==> config.mk <==
export PLATFORM = sky130hd
export DESIGN_NAME = mul_tree_feeder
export DESIGN_NICKNAME = d
export VERILOG_FILES = /design/src/rtl/mul_tree_feeder.sv
export SDC_FILE = /design/constraint.sdc
export NUM_CORES = 1
export LEC_CHECK = 0
export BUFFER_PORTS_ARGS = -buffer_cell sky130_fd_sc_hd__buf_2
export CAP_MARGIN = 40
export CORE_MARGIN = 2
export CORE_UTILIZATION = 55
export CTS_CLUSTER_SIZE = 30
export DETAILED_ROUTE_END_ITERATION = 6
export GPL_TIMING_DRIVEN = 0
export PLACE_DENSITY = 0.77
export SYNTH_ARGS = -nofsm -noshare
export SYNTH_HDL_FRONTEND = slang
export SYNTH_SLANG_ARGS = --single-unit
==> constraint.sdc <==
create_clock -name clk -period 4.11 [get_ports clk]
set_clock_uncertainty 0.15 [all_clocks]
set_input_delay 0 -clock clk [delete_from_list [all_inputs] [get_ports clk]]
set_output_delay 0 -clock clk [all_outputs]
set_load 0.02 [all_outputs]
==> src/rtl/mul_tree_feeder.sv <==
// Packs bf16 operand beats into 8-slot words for a multiplier tree, padding unused slots with ONE.
// Latency: the word is issued on the edge after the group completes, then mul_stb is high for one cycle.
// Backpressure: in_ready drops while a completed group waits on issue_ready or on a mode-change drain.
module mul_tree_feeder #(
   parameter int          DRAIN = 12,
   parameter logic [15:0] ONE   = 16'h3F80
) (
   input  logic         clk,
   input  logic         rst,
   input  logic [15:0]  in_data,
   input  logic         in_valid,
   input  logic         in_last,
   output logic         in_ready,
   input  logic [1:0]   mode_in,
   input  logic         issue_ready,
   output logic [127:0] mul_ins,
   output logic         mul_stb,
   output logic [1:0]   mode,
   output logic         busy,
   output logic [15:0]  issue_cnt
);

   localparam int DW = (DRAIN < 1) ? 1 : $clog2(DRAIN + 1);

   typedef enum logic [1:0] {IDLE, FILL, DONE} state_t;

   state_t             state_q, state_d;
   logic [2:0]         asm_cnt_q, asm_cnt_d;
   logic [1:0]         asm_mode_q, asm_mode_d;
   logic [7:0][15:0]   asm_buf_q, asm_buf_d;
   logic [DW-1:0]      drain_cnt_q, drain_cnt_d;
   logic [127:0]       mul_ins_q, mul_ins_d;
   logic [1:0]         mode_q, mode_d;
   logic               mul_stb_q, mul_stb_d;
   logic [15:0]        issue_cnt_q, issue_cnt_d;

   logic               asm_done;
   logic               drain_ok;
   logic               accept;
   logic               issue;
   logic [1:0]         beat_mode;
   logic [2:0]         slot;
   logic               beat_closes;

   assign asm_done  = (state_q == DONE);
   assign in_ready  = !asm_done;
   assign drain_ok  = (asm_mode_q == mode_q) || (drain_cnt_q == '0);
   assign accept    = in_valid && in_ready;
   assign issue     = asm_done && issue_ready && drain_ok;
   assign busy      = (state_q != IDLE) || (drain_cnt_q != '0);
   assign mul_ins   = mul_ins_q;
   assign mul_stb   = mul_stb_q;
   assign mode      = mode_q;
   assign issue_cnt = issue_cnt_q;

   // Next-state: assembly of beats into slots, issue of completed groups, drain countdown.
   always_comb begin
      state_d     = state_q;
      asm_cnt_d   = asm_cnt_q;
      asm_mode_d  = asm_mode_q;
      asm_buf_d   = asm_buf_q;
      drain_cnt_d = drain_cnt_q;
      mul_ins_d   = mul_ins_q;
      mode_d      = mode_q;
      mul_stb_d   = 1'b0;
      issue_cnt_d = issue_cnt_q;
      // mode of the beat being accepted: latched only on the first beat of a group
      beat_mode   = (state_q == IDLE) ? mode_in : asm_mode_q;
      // mode 1 skips slot 3, so beats 3..5 land one slot higher
      slot        = ((beat_mode == 2'd1) && (asm_cnt_q >= 3'd3)) ? asm_cnt_q + 3'd1 : asm_cnt_q;
      beat_closes = in_last || (asm_cnt_q == ((beat_mode == 2'd1) ? 3'd5 : 3'd7));

      if (issue) begin
         mul_ins_d   = asm_buf_q;
         mode_d      = asm_mode_q;
         mul_stb_d   = 1'b1;
         issue_cnt_d = issue_cnt_q + 16'd1;
         drain_cnt_d = DRAIN[DW-1:0];
         asm_buf_d   = {8{ONE}};
         asm_cnt_d   = 3'd0;
         state_d     = IDLE;
      end else if (drain_cnt_q != '0) begin
         drain_cnt_d = drain_cnt_q - DW'(1);
      end

      // accept and issue are exclusive: accept needs DONE to be clear, issue needs it set
      if (accept) begin
         asm_mode_d      = beat_mode;
         asm_buf_d[slot] = in_data;
         if (beat_closes) begin
            state_d = DONE;
         end else begin
            state_d   = FILL;
            asm_cnt_d = asm_cnt_q + 3'd1;
         end
      end
   end

   // State registers with asynchronous active-low reset; the buffer idles at all-ONE padding.
   always_ff @(posedge clk or negedge rst) begin
      if (!rst) begin
         state_q     <= IDLE;
         asm_cnt_q   <= 3'd0;
         asm_mode_q  <= 2'd0;
         asm_buf_q   <= {8{ONE}};
         drain_cnt_q <= '0;
         mul_ins_q   <= 128'd0;
         mode_q      <= 2'd0;
         mul_stb_q   <= 1'b0;
         issue_cnt_q <= 16'd0;
      end else begin
         state_q     <= state_d;
         asm_cnt_q   <= asm_cnt_d;
         asm_mode_q  <= asm_mode_d;
         asm_buf_q   <= asm_buf_d;
         drain_cnt_q <= drain_cnt_d;
         mul_ins_q   <= mul_ins_d;
         mode_q      <= mode_d;
         mul_stb_q   <= mul_stb_d;
         issue_cnt_q <= issue_cnt_d;
      end
   end

endmodule
# --- Yosys cells after proc, flatten, opt, wreduce, memory -nomap -nowiden ---
# Cells that the tools add are included.
word_totals:
  register_bits: 286
  wordCells: 58
op_classes:
  eq_ne: 4
  addsub: 3
  n_reduce_logical: 15
  n_lt_le_gt_ge: 3
  mux: 17
op_table:
  columns: ["cell", "n"]
  rows:
  - ["$mux W128", 2]
  - ["$bwmux W128", 1]
  - ["$demux W16 S3", 1]
  - ["$add A16 B1 Y16 const B", 1]
  - ["$mux W16", 1]
  - ["$mux W3", 4]
  - ["$mux W2", 5]
  - ["$mux W4", 2]
  - ["$reduce_bool A2 Y1", 3]
  - ["$logic_and A1 B1 Y1", 5]
  - ["$logic_not A4 Y1", 1]
  - ["$lt A3 B4 Y1 const B", 1]
  - ["$reduce_bool A4 Y1", 1]
  - ["$sub A4 B1 Y4 const B", 1]
  - ["$add A3 B1 Y3 const B", 1]
  - ["$eq A3 B3 Y1", 1]
  - ["$ge A3 B1 Y1 const B", 1]
  - ["$ge A3 B2 Y1 const B", 1]
  - ["$logic_or A1 B1 Y1", 3]
  - ["$eq A2 B1 Y1 const B", 1]
  - ["$eq A2 B2 Y1", 1]
  - ["$eq A2 B2 Y1 const B", 1]
  - ["$logic_not A2 Y1", 1]
  - ["$logic_not A1 Y1", 1]
  - ["$mux W1", 1]

# --- Logic depth before layout (Yosys ltp) ---
logic_depth:
  word_depth: 11
  mapped_depth: 11
  depth_no_buf: 7

# --- Least setup slack after synthesis ---
# OpenSTA, ideal clock, no wires.
synth_path:
  path_type: "reg-to-reg"
  startpoint: "reg asm_cnt_q[2]"
  endpoint: "reg asm_buf_q[10] (netlist bit)"
  required_ns: 3.885
  path_slack_ns: 1.711
  arrival_ns: 2.174
  synth_period_minus_slack_ns: 2.399
  stages_incl_launch_ff: 10
  path_cell_list: "dfrtp_1 -> buf_2 -> inv_1 -> ha_1 -> or3_1 -> nand4_1 -> nor4b_1 -> a21oi_2 -> buf_4 -> mux2i_1"
synth_rtl:
  columns: ["element", "line", "rtl"]
  rows:
  - ["from (decl)", "28", "logic [2:0] asm_cnt_q, asm_cnt_d;"]
  - ["from (signal assigned)", "113", "asm_cnt_q <= asm_cnt_d;"]
  - ["to (signal assigned)", "105", "asm_buf_q <= {8{ONE}};"]
  - ["to (signal assigned)", "115", "asm_buf_q <= asm_buf_d;"]
  - ["to (decl)", "30", "logic [7:0][15:0] asm_buf_q, asm_buf_d;"]

# --- Worst setup path in the final report ---
layout_path:
  startpoint: "reg drain_cnt_q[0]"
  endpoint: "reg mul_ins_q[0], in the netlist mul_ins[0]"
layout_between:
  elab_chain_cells: 3
layout_lines:
  columns: ["element", "line", "rtl"]
  rows:
  - ["from (decl)", "31", "logic [DW-1:0] drain_cnt_q, drain_cnt_d;"]
  - ["from (signal assigned)", "116", "drain_cnt_q <= drain_cnt_d;"]
  - ["$logic_not A4 Y1", "47", "assign drain_ok = (asm_mode_q == mode_q) || (drain_cnt_q == '0);"]
  - ["$logic_or A1 B1 Y1", "47", null]
  - ["$logic_and A1 B1 Y1", "49", "assign issue = asm_done && issue_ready && drain_ok;"]
  - ["to (signal assigned)", "117", "mul_ins_q <= mul_ins_d;"]
  - ["to (decl)", "32", "logic [127:0] mul_ins_q, mul_ins_d;"]
# No other way between the ends.
# A chain may end at the register's enable or synchronous reset.

==> flow_metrics.tcl <==
set metrics [dict create \
    outcome "finished clean" \
    max_freq_mhz 327 \
    die_area_um2 22400 \
    num_vias 8646 \
    fp.dieH_um 150 \
    p_per_area_nw_per_um2 810 \
    drv_cap 0 \
    worstSetupPathType "flip-flop to flip-flop" \
    yosysWarnings 0 \
    synth-simple-area-share 0.193 \
    gp_congestion 0.851 \
    final_common_cell "nand2_1" \
    worstMarginPinSlew_ns 0.706 \
    cts.htree.levels 1 \
    dp_hpwl_um 18800 \
    syn_inst 1112 \
    period_minus_slack_ns 3.06 \
    critPathRequiredTime_ns 4.43 \
    syn-num-nets 1139 \
    synth_seq_cells 286 \
    row_count 53 \
    ys_dominant_reg_cell "dfrtp_1" \
    slew_violations 0 \
    start_util 0.557 \
    clk_pin_slew_ns 0.06 \
    grt_pass1_vias 8448 \
    layoutNonFillerInstCount 1639 \
    syn-cell-area_um2 11700 \
    drt-initial-drc-count 679 \
    grt_pass1_wl_um 45900 \
    overflow 0 \
    viasPerCell 5.28 \
    finalWirelength_um 29000 \
    synthAdderAreaFrac 0.00429 \
    root_buffer "clkbuf_16" \
    finalNetCount 1369 \
    cp_slowest_cell "clkbuf_1" \
    dr.pass1.iters 5 \
    io_pins 172 \
    cts.sinks 286 \
    crit_buf_inv 5 \
    ant_nets 0 \
    setup_violations 0 \
    worstSetupStartpointType "flip-flop" \
    synth_top_family_by_area "simple AND/OR/NAND/NOR gates" \
    layout_common_cells "nand2_1, dfrtp_1, buf_2" \
    die_w_um 150 \
    peakVddDrop_v 0.000389 \
    synth_xor_area_frac 0.0135 \
    clk_path_buf_depth 3 \
    crit_fanout 10 \
    wl_per_cell_um 17.7 \
    rsz0062_at_grt "no" \
    ctsHoldBuffers 26 \
    worstPathArrival_ns 3.38 \
    synth_cell_type_count 54 \
    grt_max_degree 127 \
    synth_compound_area_frac 0.0484 \
    dp.cells 1560 \
    p_leak_uw 0.00799 \
    avgSynthCellArea_um2 10.5 \
    core_area_um2 21000 \
    path_common_cell "clkbuf_1" \
    crit_chain "inv_1, ha_1, or3b_1, clkbuf_1, a21o_1, buf_2, clkbuf_1, clkbuf_1, nand2_1, nand2_1" \
    antenna_found_initial 0 \
    hold_violations 0 \
    slowest_delay_ns 0.56 \
    synth.mux.area_fraction 0.0895 \
    drc_errors 0 \
    post_cts_resized 0 \
    post_route_cells_drive_above_1_share 0.233 \
    post_cts_buffers 0 \
    cp_top_family "buffers and inverters" \
    fin_crit_sh 0.745 \
    holdCritPathClass "input pin to flip-flop" \
    final_core_util 0.676 \
    insertion_delay_ns 0.53 \
    cts_tree "done" \
    end_kind "flip-flop" \
    syn2layout_area_growth_pct 21.4 \
    postSynth.asyncResetShare 1.00 \
    grt_use_total 0.263 \
    cts_made_buffers 29 \
    numPortBuffers 171 \
    slew_headroom 0.529 \
    num_antenna_cells 0 \
    ys_seq_area_frac 0.619 \
    synth_edf_count 0 \
]
## final cells by class
type / instances / area [um^2]
flip-flops and latches: 286 / 7230
fillers: 1636 / 6780
multi-input cells: 745 / 4070
repair buffers: 199 / 1200
clock buffers: 43 / 798
well taps: 275 / 344
plain buffers: 57 / 292
clock inverters: 10 / 155
inverters: 24 / 90.1
## per-stage QoR
step	cell area, um^2	total power [uW]	hold WS (ns)	setup WS [ns]	TNS [ns]
final	14200	11500	0.110	1.05	0
after global routing	14200	12200	0.0939	0.900	0
after CTS	14200	11500	0.0982	1.09	0
after detailed placement	12900	8810	-0.218	1.16	0
after global placement	12900	8650	0.0988	-2.23	-533.13
after floorplan	11700	7420	-0.446	1.71	0
## worst min-delay path, stage by stage
cell and delay [ns]:
dlygate4sd3_1 0.51, buf_2 0.12, a22o_1 0.13
## logic make-up (layout without fill, tap and decap cells)
| logic type | after synthesis | in the layout |
|---|---|---|
| flops | 286 | 286 |
| mux | 104 | 104 |
| xor+xnor | 18 | 18 |
| simple gates | 564 | 564 |
| buf+inv | 81 | 333 |
| compound gates | 55 | 55 |
| fa+ha+maj | 4 | 4 |
## cells in the mapped netlist, drive strengths merged (5+ instances only)
cell type	instances	area, um^2
a2bb2oi	14	123
a21oi	5	40.0
xnor2	10	87.6
buf	29	186
mux2i	101	1010
a22o	16	140
xor2	8	70.1
nor3	5	25.0
nor2	57	214
nand2	463	1740
nand3	9	45.0
dfrtp	230	5760
inv	24	90.1
nand4	5	31.3
clkbuf	28	105
dfstp	56	1470
## worst paths after layout
kind	start	end	slack, ns	cells after the start
max	drain_cnt_q[0]$_DFFE_PN0P_	mul_ins[0]$_DFFE_PN0P_	1.05	10
min	in_data[14]	asm_buf_q[94]$_DFF_PN0_	0.11	3
max reg2reg	drain_cnt_q[0]$_DFFE_PN0P_	mul_ins[0]$_DFFE_PN0P_	1.05	10
min reg2reg	issue_cnt[15]$_DFFE_PN0P_	issue_cnt[15]$_DFFE_PN0P_	0.31	1
max in group asynchronous	rst	mul_ins[85]$_DFFE_PN0P_	2.30	5
min in group asynchronous	rst	asm_buf_q[39]$_DFF_PN1_	0.44	3
## routing by layer
metal | part of all wire | track usage | wire (um) | vias to the layer above
li1 | - | - | - | 4045
met1 | 0.45 | 0.386 | 12900 | 4260
met2 | 0.46 | 0.408 | 13400 | 280
met3 | 0.061 | 0.0396 | 1780 | 61
met4 | 0.031 | 0.0840 | 894 | 0
met5 | 0 | 0 | 0 | -
## registers in the layout, indices dropped and copies added, names as in the netlist
register,cells
drain_cnt_q,4
asm_buf_q,128
state_q,2
mode,2
mul_ins,128
asm_mode_q,2
asm_cnt_q,3
mul_stb,1
issue_cnt,16
## where the power goes
| part | leakage (uW) | internal, uW | switching, uW | total, uW |
|---|---|---|---|---|
| logic | 0.00395 | 1450 | 2660 | 4110 |
| registers | 0.00359 | 4080 | 641 | 4720 |
| clock network | 0.000458 | 1590 | 1050 | 2640 |
| total | 0.00799 | 7120 | 4350 | 11500 |
Note: power is estimated with default switching activity, not from simulation.
